<file path="config.mk">
export PLATFORM = sky130hd
export DESIGN_NAME = reward_engine
export DESIGN_NICKNAME = d
export VERILOG_FILES = /design/src/rtl/reward_engine.sv
export SDC_FILE = /design/constraint.sdc
export NUM_CORES = 1
export LEC_CHECK = 0
export BUFFER_PORTS_ARGS = -buffer_cell sky130_fd_sc_hd__buf_2
export CORE_MARGIN = 2
export CORE_UTILIZATION = 27
export DETAILED_ROUTE_END_ITERATION = 10
export PLACE_DENSITY = 0.42
export SLEW_MARGIN = 0
export SYNTH_ARGS = -nofsm -noshare
export SYNTH_HDL_FRONTEND = slang
export SYNTH_SLANG_ARGS = --single-unit
</file>
<file path="constraint.sdc">
create_clock -name clock -period 11.3 [get_ports clock]
set_input_delay 2.26 -clock clock [delete_from_list [all_inputs] [get_ports clock]]
set_output_delay 2.26 -clock clock [all_outputs]
set_load 0.01 [all_outputs]
</file>
<file path="src/rtl/reward_engine.sv">
// reward_engine: fetches a neighbour-table entry (and, if needed, the best
// hop's cost), then produces a signed saturating reward with cluster-penalty
// and loop detection. Result is held on done_reward until done_prev drops.
module reward_engine #(
    parameter int WORD_WIDTH      = 16,
    parameter int ADDR_WIDTH      = 16,
    parameter int NUM_FIELDS      = 5,
    parameter int ENTRY_STRIDE    = 8,
    parameter int TABLE_BASE      = 0,
    parameter int NUM_ENTRIES     = 16,
    parameter int MEM_LATENCY     = 1,
    parameter int CLUSTER_PENALTY = 4
) (
    input  logic                             clock,
    input  logic                             reset,
    input  logic [WORD_WIDTH-1:0]            _action,
    input  logic [WORD_WIDTH-1:0]            _besthop,
    output logic [ADDR_WIDTH-1:0]            address,
    input  logic [WORD_WIDTH-1:0]            mem_data_out,
    output logic [NUM_FIELDS*WORD_WIDTH-1:0] reward_data_out,
    output logic [WORD_WIDTH-1:0]            reward_value,
    output logic [2:0]                       reward_flags,
    input  logic [WORD_WIDTH-1:0]            MY_NODE_ID,
    input  logic [WORD_WIDTH-1:0]            MY_CLUSTER_ID,
    input  logic                             done_prev,
    output logic                             done_reward
);

    localparam int SW = WORD_WIDTH + 2;
    localparam int CW = $clog2(NUM_FIELDS + 1);
    localparam logic signed [SW-1:0] SMAX = $signed({3'b000, {(WORD_WIDTH-1){1'b1}}});
    localparam logic signed [SW-1:0] SMIN = $signed({3'b111, {(WORD_WIDTH-1){1'b0}}});
    localparam logic signed [SW-1:0] PEN  = SW'(CLUSTER_PENALTY);
    localparam logic [WORD_WIDTH-1:0] MOST_NEG = {1'b1, {(WORD_WIDTH-1){1'b0}}};
    localparam logic [WORD_WIDTH-1:0] N_ENT    = WORD_WIDTH'(NUM_ENTRIES);

    typedef enum logic [2:0] {IDLE, RD_A, RD_B, CALC, DONE} state_t;

    state_t                                  state_q, state_d;
    logic [WORD_WIDTH-1:0]                   act_q, act_d, best_q, best_d;
    logic [WORD_WIDTH-1:0]                   node_q, node_d, clu_q, clu_d;
    logic                                    rng_q, rng_d;
    logic [CW-1:0]                           iss_q, iss_d, cap_q, cap_d;
    // one bit per outstanding read; bit MEM_LATENCY marks data ready to capture
    logic [MEM_LATENCY:0]                    pipe_q, pipe_d;
    logic [NUM_FIELDS-1:0][WORD_WIDTH-1:0]   fld_q, fld_d;
    logic [WORD_WIDTH-1:0]                   costb_q, costb_d;
    logic [ADDR_WIDTH-1:0]                   addr_q, addr_d;
    logic [NUM_FIELDS-1:0][WORD_WIDTH-1:0]   rdo_q, rdo_d;
    logic [WORD_WIDTH-1:0]                   rv_q, rv_d;
    logic [2:0]                              flags_q, flags_d;
    logic                                    done_q, done_d;

    logic [WORD_WIDTH-1:0]                   cost_a, cost_b, sat;
    logic signed [SW-1:0]                    diff;
    logic                                    foreign, loop;

    function automatic logic [ADDR_WIDTH-1:0] base(input logic [WORD_WIDTH-1:0] i);
        return ADDR_WIDTH'(TABLE_BASE) + ADDR_WIDTH'(i) * ADDR_WIDTH'(ENTRY_STRIDE);
    endfunction

    // reward arithmetic from the captured entry, widened so nothing wraps before saturation
    always_comb begin
        cost_a  = fld_q[2];
        cost_b  = (act_q == best_q) ? cost_a : costb_q;
        foreign = (fld_q[1] != clu_q);
        loop    = (fld_q[0] == node_q);
        diff    = $signed({2'b00, cost_b}) - $signed({2'b00, cost_a});
        if (foreign) diff = diff - PEN;
        if (diff > SMAX)      sat = SMAX[WORD_WIDTH-1:0];
        else if (diff < SMIN) sat = MOST_NEG;
        else                  sat = diff[WORD_WIDTH-1:0];
    end

    // next-state and datapath control for the fetch/compute/handshake sequence
    always_comb begin
        state_d = state_q;
        act_d   = act_q;
        best_d  = best_q;
        node_d  = node_q;
        clu_d   = clu_q;
        rng_d   = rng_q;
        iss_d   = iss_q;
        cap_d   = cap_q;
        pipe_d  = {pipe_q[MEM_LATENCY-1:0], 1'b0};
        fld_d   = fld_q;
        costb_d = costb_q;
        addr_d  = addr_q;
        rdo_d   = rdo_q;
        rv_d    = rv_q;
        flags_d = flags_q;
        done_d  = done_q;
        case (state_q)
            IDLE: begin
                if (done_prev) begin
                    act_d  = _action;
                    best_d = _besthop;
                    node_d = MY_NODE_ID;
                    clu_d  = MY_CLUSTER_ID;
                    if (_action >= N_ENT || _besthop >= N_ENT) begin
                        // bad index: skip memory entirely, address stays put
                        rng_d   = 1'b1;
                        state_d = CALC;
                    end else begin
                        rng_d     = 1'b0;
                        addr_d    = base(_action);
                        pipe_d[0] = 1'b1;
                        iss_d     = CW'(1);
                        cap_d     = '0;
                        state_d   = RD_A;
                    end
                end
            end
            RD_A: begin
                if (iss_q < CW'(NUM_FIELDS)) begin
                    addr_d    = base(act_q) + ADDR_WIDTH'(iss_q);
                    pipe_d[0] = 1'b1;
                    iss_d     = iss_q + CW'(1);
                end
                if (pipe_q[MEM_LATENCY]) begin
                    fld_d[cap_q] = mem_data_out;
                    cap_d        = cap_q + CW'(1);
                    if (cap_q == CW'(NUM_FIELDS - 1)) begin
                        if (act_q != best_q) begin
                            addr_d    = base(best_q) + ADDR_WIDTH'(2);
                            pipe_d[0] = 1'b1;
                            state_d   = RD_B;
                        end else begin
                            state_d   = CALC;
                        end
                    end
                end
            end
            RD_B: begin
                if (pipe_q[MEM_LATENCY]) begin
                    costb_d = mem_data_out;
                    state_d = CALC;
                end
            end
            CALC: begin
                rdo_d   = rng_q ? '0 : fld_q;
                rv_d    = (rng_q || loop) ? MOST_NEG : sat;
                flags_d = rng_q ? 3'b100 : {1'b0, loop, foreign};
                done_d  = 1'b1;
                state_d = DONE;
            end
            DONE: begin
                if (!done_prev) begin
                    done_d  = 1'b0;
                    state_d = IDLE;
                end
            end
            default: state_d = IDLE;
        endcase
    end

    // state and output registers, all cleared asynchronously
    always_ff @(posedge clock or posedge reset) begin
        if (reset) begin
            state_q <= IDLE;
            act_q   <= '0;
            best_q  <= '0;
            node_q  <= '0;
            clu_q   <= '0;
            rng_q   <= 1'b0;
            iss_q   <= '0;
            cap_q   <= '0;
            pipe_q  <= '0;
            fld_q   <= '0;
            costb_q <= '0;
            addr_q  <= '0;
            rdo_q   <= '0;
            rv_q    <= '0;
            flags_q <= '0;
            done_q  <= 1'b0;
        end else begin
            state_q <= state_d;
            act_q   <= act_d;
            best_q  <= best_d;
            node_q  <= node_d;
            clu_q   <= clu_d;
            rng_q   <= rng_d;
            iss_q   <= iss_d;
            cap_q   <= cap_d;
            pipe_q  <= pipe_d;
            fld_q   <= fld_d;
            costb_q <= costb_d;
            addr_q  <= addr_d;
            rdo_q   <= rdo_d;
            rv_q    <= rv_d;
            flags_q <= flags_d;
            done_q  <= done_d;
        end
    end

    assign address         = addr_q;
    assign reward_data_out = rdo_q;
    assign reward_value    = rv_q;
    assign reward_flags    = flags_q;
    assign done_reward     = done_q;

endmodule

</file>
-- Word level (Yosys, flattened, before mapping)
Index checks and enable logic that the tools add are counted.
- input port bits: 83
- word-level logic and storage cells: 110
- output and inout bits: 116
- register bits: 288
- muxes and demuxes: 43
- reductions and logical operators: 14
- equality and inequality tests: 16
- add/sub/neg operators: 6
- order comparisons: 7
- operator list (cell ; count):
    $mux 16 ; 11
    $bwmux 80 ; 1
    $mux 80 ; 1
    $demux 16 s3 ; 1
    $mux 3 ; 12
    $eq 16x16->1 ; 2
    $ge 16x5->1 const B ; 2
    $ne 16x16->1 ; 2
    $pmux 16 s2 ; 1
    $gt 18x16->1 const B ; 1
    $lt 18x16->1 const B ; 1
    $mux 18 ; 1
    $sub 17x4->18 const B ; 1
    $sub 16x16->17 ; 1
    $add 16x2->16 const B ; 1
    $add 16x3->16 ; 1
    $pmux 3 s5 ; 1
    $ne 2x2->1 const B ; 7
    $pmux 3 s2 ; 2
    $mux 1 ; 9
    $reduce_and 2->1 ; 4
    $reduce_and 4->1 ; 2
    $add 3x1->3 const B ; 2
    $eq 3x2->1 const B ; 2
    13 further kinds ; 17

-- Longest topological paths before layout
Gate-level depths: netlist of run 1.
- depth in word-level cells: 9
- mapped depth: 19
- mapped depth without buffers: 18

-- Least setup slack after synthesis of run 1
Ideal clock, no wire load.
- kind: register -> register
- from: register act_q[9]
- to: register rv_q[3], in the netlist reward_value[3]
- slack: 6.979 ns
- data arrival time: 4.195 ns
- library setup time: 0.126 ns
- required time: 11.174 ns
- period minus slack after synthesis: 4.321 ns
- buffers on the path: 2
- cell stages (with the launch flop): 18
- path through: dfrtp_1 xor2_1 nor4_1 nand4_1 clkbuf_1 mux2i_1 ha_1 fa_1 nand2b_1 a211oi_1 o21ai_0 o211a_1 o21a_4 nor4b_4 and3_4 a211oi_4 buf_6 a221o_1
- longest elaborated chain between the ends: 9
- elaborated cells between the ends (all ways): 10
- ends and longest elaborated chain (element ; line ; source):
    from (decl) ; 40 ; logic [WORD_WIDTH-1:0] act_q, act_d, best_q, best_d;
    from (signal assigned) ; 178 ; act_q <= act_d;
    $eq 16x16->1 * ; 65 ; cost_b = (act_q == best_q) ? cost_a : costb_q;
    $mux 16 * ; 65 ;
    $sub 16x16->17 * ; 68 ; diff = $signed({2'b00, cost_b}) - $signed({2'b00, cost_a});
    $sub 17x4->18 ; 69 ; if (foreign) diff = diff - PEN;
    $mux 18 * ; 69 ;
    $lt 18x16->1 ; 71 ; else if (diff < SMIN) sat = MOST_NEG;
    $mux 16 ; 71 ;
    $mux 16 * ; 70 ; if (diff > SMAX) sat = SMAX[WORD_WIDTH-1:0];
    $mux 16 * ; 142 ; rv_d = (rng_q || loop) ? MOST_NEG : sat;
    to (signal assigned) ; 190 ; rv_q <= rv_d;
    to (decl) ; 50 ; logic [WORD_WIDTH-1:0] rv_q, rv_d;
Mark *: on every way between the ends. The rest lies on a longest branch, timed or not.
A chain may end at the register's enable or synchronous reset.

-- Worst setup path after layout of run 1
- from: register best_q[2]
- to: register rv_q[10], in the netlist reward_value[10]
- longest elaborated chain between the ends: 9
- elaborated cells between the ends (all ways): 10
- ends and longest elaborated chain (element ; line ; source):
    from (decl) ; 40 ;
    from (signal assigned) ; 179 ; best_q <= best_d;
    $eq 16x16->1 * ; 65 ;
    $mux 16 * ; 65 ;
    $sub 16x16->17 * ; 68 ;
    $sub 17x4->18 ; 69 ;
    $mux 18 * ; 69 ;
    $lt 18x16->1 ; 71 ;
    $mux 16 ; 71 ;
    $mux 16 * ; 70 ;
    $mux 16 * ; 142 ;
Marked as above.

==> results by group, run 1 <==
Run status
  • Status: completed

Timing
  • Fmax: roughly 200 MHz
  • Final period util: a little under half
  • Final Critical Period: 5144 ps
  • Slew HR: between 20% and 30%
  • Final worst setup slack: about 6200 ps
  • Final setup viols: 0
  • RSZ-0062 raised after global routing: false
  • Min Hold Slack: ~350 ps
  • Final Max Tran Viols: 0
  • Clock Skews: 20.00 ps
  • Measured slew at the worst slew-check pin: 1158 ps
  • Final Hold Vio Count: 0
  • Setup Total Neg Slack: 0 ps

Route
  • Vias after detailed routing: 9592
  • Initial drt markers: about 460
  • Final antenna-violating net count: 0
  • Via density: 4.579
  • Pre-antenna DRT Iters: 4
  • Wire per inst: 19.32 um
  • Final WL: between 40000 and 50000 um
  • DRC viols: 0

Clock network
  • CTS Sinks: 288
  • Deepest clock path buffer count: 3
  • CTS Buf Count: 36
  • Postcts setup bufs: 0
  • CTS hold repair buffers: 0
  • Cts repair resizes: 0
  • Clock root buffer: clkbuf_16
  • Clock-pin slew on the worst setup and hold paths: about 60 ps
  • TritonCTS clock tree: built
  • Clk_lat worst skew: roughly 560 ps
  • Htree depth: 2

Floorplan
  • FP Rows: between 80 and 90
  • Die Height: 227.9 um
  • Die width: approximately 230 um
  • Die area: 0.05194 mm2
  • Boundary Pins: 199
  • CORE AREA: 0.04986 mm2
  • Starting density of the core: roughly 27%

Critical path
  • CP top delay family: compound AO/OA/AOI/OAI gates
  • Reg2reg path depth: 16
  • Critical path startpoint category: flop
  • Critical path startpoint: best_q[2]
  • Worst EP required: between 10000 and 15000 ps
  • Crit path kind: reg2reg
  • Cell Chain, Critical Path: xor2_1 > nor4_1 > nand4_1 > buf_4 > mux2i_1 > ha_1 > fa_1 > nand2b_1 > a211oi_1 > o21ai_0 > o211a_1 > o21a_4 > nor4b_4 > a41oi_2 > a211oi_4 > a221o_2
  • Crit path max fanout: 33
  • Worst path depth: 16
  • Highest-delay cell along the critical path: a211oi_4
  • Start of the worst register-to-register path: best_q[2]
  • R2r endpoint: reward_value[10]
  • R2R Setup Slk: between 6000 and 7000 ps
  • Max incr delay on CP: 600 ps
  • Critical Path AT: 5630 ps
  • Crit. End Element: flop
  • Worst path bufs/invs: 1
  • Worst setup endpoint: reward_value[10]

Place
  • Routability cong.: 0.7860
  • IO buf count: slightly below 200
  • Setup WS pre-CTS: 6180 ps
  • HPWL after DPL: 27560 um

Global route
  • Initial antenna violation count: 10
  • Gr usage total: about 16%
  • GR Overflow Total: 0
  • GR met3 Demand/Resource: under 10%
  • Met2 layer usage reported by global route: 26.19%
  • First-pass GRT wire length: between 60000 and 70000 um
  • Most Crowded Layer GR: met2
  • Vias in the first global route: 9839
  • Largest net degree at the start of global routing: between 100 and 150
  • GR Util met1: 20.44%

Synth
  • Mapped Area: 0.01354 mm2
  • Mean Syn Cell Area: 11.16 um2
  • Sequential fraction of the synthesis area: 53.24%
  • Synth Register Bits: 288
  • Library cells used by synthesis: 72
  • Number of enable flip-flop cells after synthesis: 0
  • Syn nets: 1317
  • Cells after Synth: 1213
  • Async set-reset flop share out of synthesis: 100.0%
  • Synth warn: 0
  • Main flop type after synthesis: dfrtp_1

Final layout
  • Area Growth Syn to Fin: 20.81%
  • FILL cells: 5145
  • Register Area: 0.007211 mm2
  • Core Util, Final: 32.79%
  • Commonest non-fill, non-tap cell in the layout: dfrtp_1
  • Nets: around 1500
  • Multi-input logic area: 0.005949 mm2
  • Fraction of layout cells with a size suffix above 1: about 31%
  • Most frequent cells in the layout: dfrtp_1 (287), buf_2 (198), mux2_2 (146), nand2_1 (140), o21ai_0 (110)

Power and ir drop
  • Pwr dens: ~270 mW/mm2
  • Worst IR Drop VDD: 0.1240 mV
  • P_leak: ~7.5 nW

Min path
  • Worst Hold Depth: 0
  • Worst hold start: pipe_q[0]
  • Worst hold path class: reg2reg

Flow run
  • Max Cap Viol: 0
report_power, final:
group	internal, mW	switching (mW)	leakage (nW)	total (mW)
combinational	0.702	0.860	3.35	1.56
sequential	1.39	0.261	3.63	1.65
clock	0.656	0.465	0.560	1.12
total	2.75	1.59	7.54	4.33
layout make-up:
type / count / area share [%]
Antenna cell: 2 / 0.03061
Multi-Input combinational cell: 827 / 36.38
Tap cell: 672 / 5.142
Clock buffer: 54 / 6.290
Timing Repair Buffer: 211 / 6.657
Sequential cell: 288 / 44.10
Clock inverter: 10 / 0.6427
Inverter: 31 / 0.7575
worst min path at each step:
| stage | end | slack [ps] |
|---|---|---|
| after CTS | pipe_q[1] | 350 |
| after floorplan | pipe_q[1] | 330 |
| after detailed placement | pipe_q[1] | 340 |
| final | pipe_q[1] | 350 |
| after global placement | pipe_q[1] | 330 |
| after global routing | pipe_q[1] | 370 |
sequential cells by signal, indices dropped and copies added, names as in the netlist:
signal / cells
act_q: 16
address: 16
best_q: 16
cap_q: 3
clu_q: 16
cost_a: 16
costb_q: 16
done_reward: 1
fld_q: 64
iss_q: 3
node_q: 16
pipe_q: 2
reward_data_out: 80
reward_flags: 3
reward_value: 16
rng_q: 1
state_q: 3
cells in the mapped netlist, types with 3 or more instances:
cell type	instances	share of area, %
a211oi_1	7	0.39
a21o_1	5	0.28
a21oi_1	32	1.2
a221o_1	8	0.59
a221o_2	5	0.42
a22o_1	5	0.32
a31oi_1	4	0.18
and2_2	3	0.17
buf_6	5	0.42
clkbuf_1	58	1.6
dfrtp_1	288	53
ha_1	20	1.8
inv_1	31	0.86
mux2_2	146	12
mux2i_1	19	1.4
nand2_1	141	3.9
nand2b_1	74	3.4
nand3_1	6	0.22
nand4_1	8	0.37
nor2_1	46	1.3
nor2b_1	3	0.14
nor3_1	6	0.22
nor3b_1	3	0.17
nor4_1	17	0.79
o2111ai_1	4	0.26
o211ai_1	6	0.33
o21a_1	3	0.17
o21ai_0	110	4.1
o22ai_1	10	0.46
o31ai_1	19	1.1
xnor2_1	28	1.8
xor2_1	44	2.8
layer usage:
metal  share of wire, %  up-vias
li1                   -     4619
met1                 45     4709
met2                 48      187
met3                4.9       63
met4                1.8       14
met5               0.23        -
logic make-up after synthesis:
logic type      share of synthesized area (%)
mux                                     13.55
compound gates                          11.16
xor+xnor                                4.659
fa+ha+maj                               1.997
flops                                   53.24
simple gates                            12.33
buf+inv                                 3.060
through the flow:
| step | std cells | power (mW) | instance area [um2] |
|---|---|---|---|
| after floorplan | 1213 | 2.775 | 13540 |
| after global placement | 2029 | 3.226 | 15210 |
| after detailed placement | 2029 | 3.255 | 15210 |
| after CTS | 2093 | 4.409 | 16350 |
| after global routing | 2093 | 4.666 | 16350 |
| final | 2095 | 4.333 | 16350 |
(Power assumes the default switching activity.)
==> run 2: changes to the inputs <==
- PLACE_DENSITY: 0.42 -> 0.43
- clock period: 11.3 -> 4.3 ns (I/O delays scaled with it)
==> results by group, run 2 (synthesis results as in run 1) <==
Global route
  • GR met3 Demand/Resource: 3.725%
  • Met2 layer usage reported by global route: 27.04%
  • First-pass GRT wire length: 63950 um
  • GR Overflow Total: 0
  • Most Crowded Layer GR: met2
  • GR Util met1: a little over 20%
  • Gr usage total: 15.93%
  • Largest net degree at the start of global routing: 83
  • Initial antenna violation count: 8
  • Vias in the first global route: 10390

Floorplan
  • CORE AREA: 0.04986 mm2
  • FP Rows: 82
  • Die width: roughly 230 um
  • Starting density of the core: 27.15%
  • Die Height: 227.9 um
  • Die area: between 0.05 and 0.06 mm2
  • Boundary Pins: 199

Run status
  • Status: finished, violations left
  • Failing checks: negative setup slack

Final layout
  • Most frequent cells in the layout: dfrtp_1 (287), buf_2 (198), mux2_2 (146), nand2_1 (137), buf_4 (122)
  • Nets: 1621
  • FILL cells: 5125
  • Max reg flops: 80
  • Fraction of layout cells with a size suffix above 1: between 30% and 40%
  • Ant diodes: 0
  • Area Growth Syn to Fin: 30.16%
  • Commonest non-fill, non-tap cell in the layout: dfrtp_1
  • Post-Layout Cell Count: ~2200

Clock network
  • CTS Sinks: about 290
  • CTS Buf Count: 36
  • Clk_lat worst skew: ~550 ps
  • Clock-pin slew on the worst setup and hold paths: ~60 ps
  • TritonCTS clock tree: built
  • Deepest clock path buffer count: 3
  • Clock root buffer: clkbuf_16
  • Htree depth: 2

Min path
  • Worst hold path class: reg2reg
  • Worst Hold Depth: 0

Timing
  • Final setup viols: 15
  • Final Critical Period: 4607 ps
  • Final worst setup slack: -306.5 ps
  • Min Hold Slack: 345.8 ps
  • Fmax: 217.1 MHz
  • Final Hold Vio Count: 0
  • Final period util: 107.1%
  • Measured slew at the worst slew-check pin: 1124 ps
  • RSZ-0062 raised after global routing: true
  • Final Max Tran Viols: 0
  • Clock Skews: about 16 ps
  • Slew HR: 24.49%

Critical path
  • Critical Path AT: 5080 ps
  • Crit. End Element: flop
  • Crit path max fanout: 7
  • Reg2reg path depth: 20
  • Crit path kind: reg2reg
  • Worst EP required: 4780 ps
  • Critical path startpoint category: flop

Place
  • Placed cells: 2134
  • Routability cong.: 0.7787
  • HPWL after DPL: 28830 um
  • IO buf count: roughly 200
  • Setup WS pre-CTS: -601.4 ps

Route
  • Via density: 4.563
  • Pre-antenna DRT Iters: 4
  • Vias after detailed routing: slightly above 10000
  • Final WL: 41280 um
  • DRC viols: 0
  • Wire per inst: ~19 um
  • Initial drt markers: 431
  • Final antenna-violating net count: 0

Flow run
  • Max Cap Viol: 0

Power and ir drop
  • Pwr Total: 12.50 mW
  • Worst IR Drop VDD: 0.3926 mV
  • Pwr dens: 709.5 mW/mm2
  • P_leak: 8.203 nW
[run 2: cell count changes in the layout (fill, tap and decap cells not counted), moves of 3 or more]
cell / previous run / this run
o21ai_1: 0 / 5
clkbuf_1: 12 / 9
buf_4: 13 / 122
a21oi_2: 0 / 4
buf_6: 0 / 6
o21ai_2: 1 / 5
o21ai_0: 110 / 101
clkbuf_8: 6 / 9
nand2_1: 140 / 137
a21oi_1: 32 / 28
buf_12: 0 / 6
[run 2: critical path, stage by stage, from the launching register on]
cell       delay [ps]
dfrtp_1           390
xor2_1            170
nor4_1            300
buf_4             160
nand4_1           140
buf_6             190
buf_12            140
nand2_4            50
o21ai_2            50
ha_1              310
or3_4             390
o2111ai_4          90
o21ba_4           190
or4_4             530
o21a_4            140
nor4b_4           370
buf_4             190
a41oi_4           110
a211oi_4          310
buf_6             170
a221o_1           130
[run 2: worst paths after layout]
kind / startpoint / end / slack, ps
hold reg to reg: pipe_q[0] / pipe_q[1] / 350
min in group asynchronous: reset / done_reward / 500
setup reg to reg: act_q[7] / reward_value[6] / -310
max in group asynchronous: reset / reward_data_out[77] / 2850
setup / recovery: act_q[7] / reward_value[6] / -310
hold / removal: pipe_q[0] / pipe_q[1] / 350
[run 2: routing by layer]
layer / up-vias / wire, um
met1: 4986 / 18320
met4: 14 / 702
li1: 4862 / -
met5: - / 89
met2: 182 / 20130
met3: 63 / 2035
[run 2: what timing repair did]
| item | in CTS | in global routing |
|---|---|---|
| cloned | 0 | 1 |
| setup endpoints to repair | 16 | 16 |
| setup buffers | 13 | 6 |
| gates resized for setup | 27 | 36 |
| pin swaps | 14 | 31 |
| hold buffers | 0 | 0 |
| endpoints found under the hold margin | 0 | 0 |
[run 2: cell type report]
cell class / count / area [um2] / share of cell area (%)
clock buffer: 54 / 1059 / 6.008
clock inverter: 10 / 93.84 / 0.5326
inverter: 31 / 120.1 / 0.6818
multi-input combinational: 827 / 6177 / 35.06
sequential: 288 / 7208 / 40.91
tap: 672 / 840.8 / 4.772
timing repair buffer: 333 / 2120 / 12.03
[run 2: power breakdown]
| part | switching (mW) | total [mW] | internal [mW] | leakage, nW |
|---|---|---|---|---|
| Combinational | 2.60 | 5.21 | 2.61 | 4.00 |
| Clock | 1.20 | 2.96 | 1.77 | 0.573 |
| Sequential | 0.675 | 4.33 | 3.65 | 3.63 |
[run 2: through the flow]
step | TNS (ps) | utilization [%] | cell area [um2]
final | -4405 | 35.33 | 17620
after global routing | -7946 | 35.33 | 17620
after CTS | -3777 | 34.91 | 17410
after detailed placement | -8784 | 32.23 | 16070
after global placement | -7850 | 32.23 | 16070
after floorplan | -109210 | - | 13540
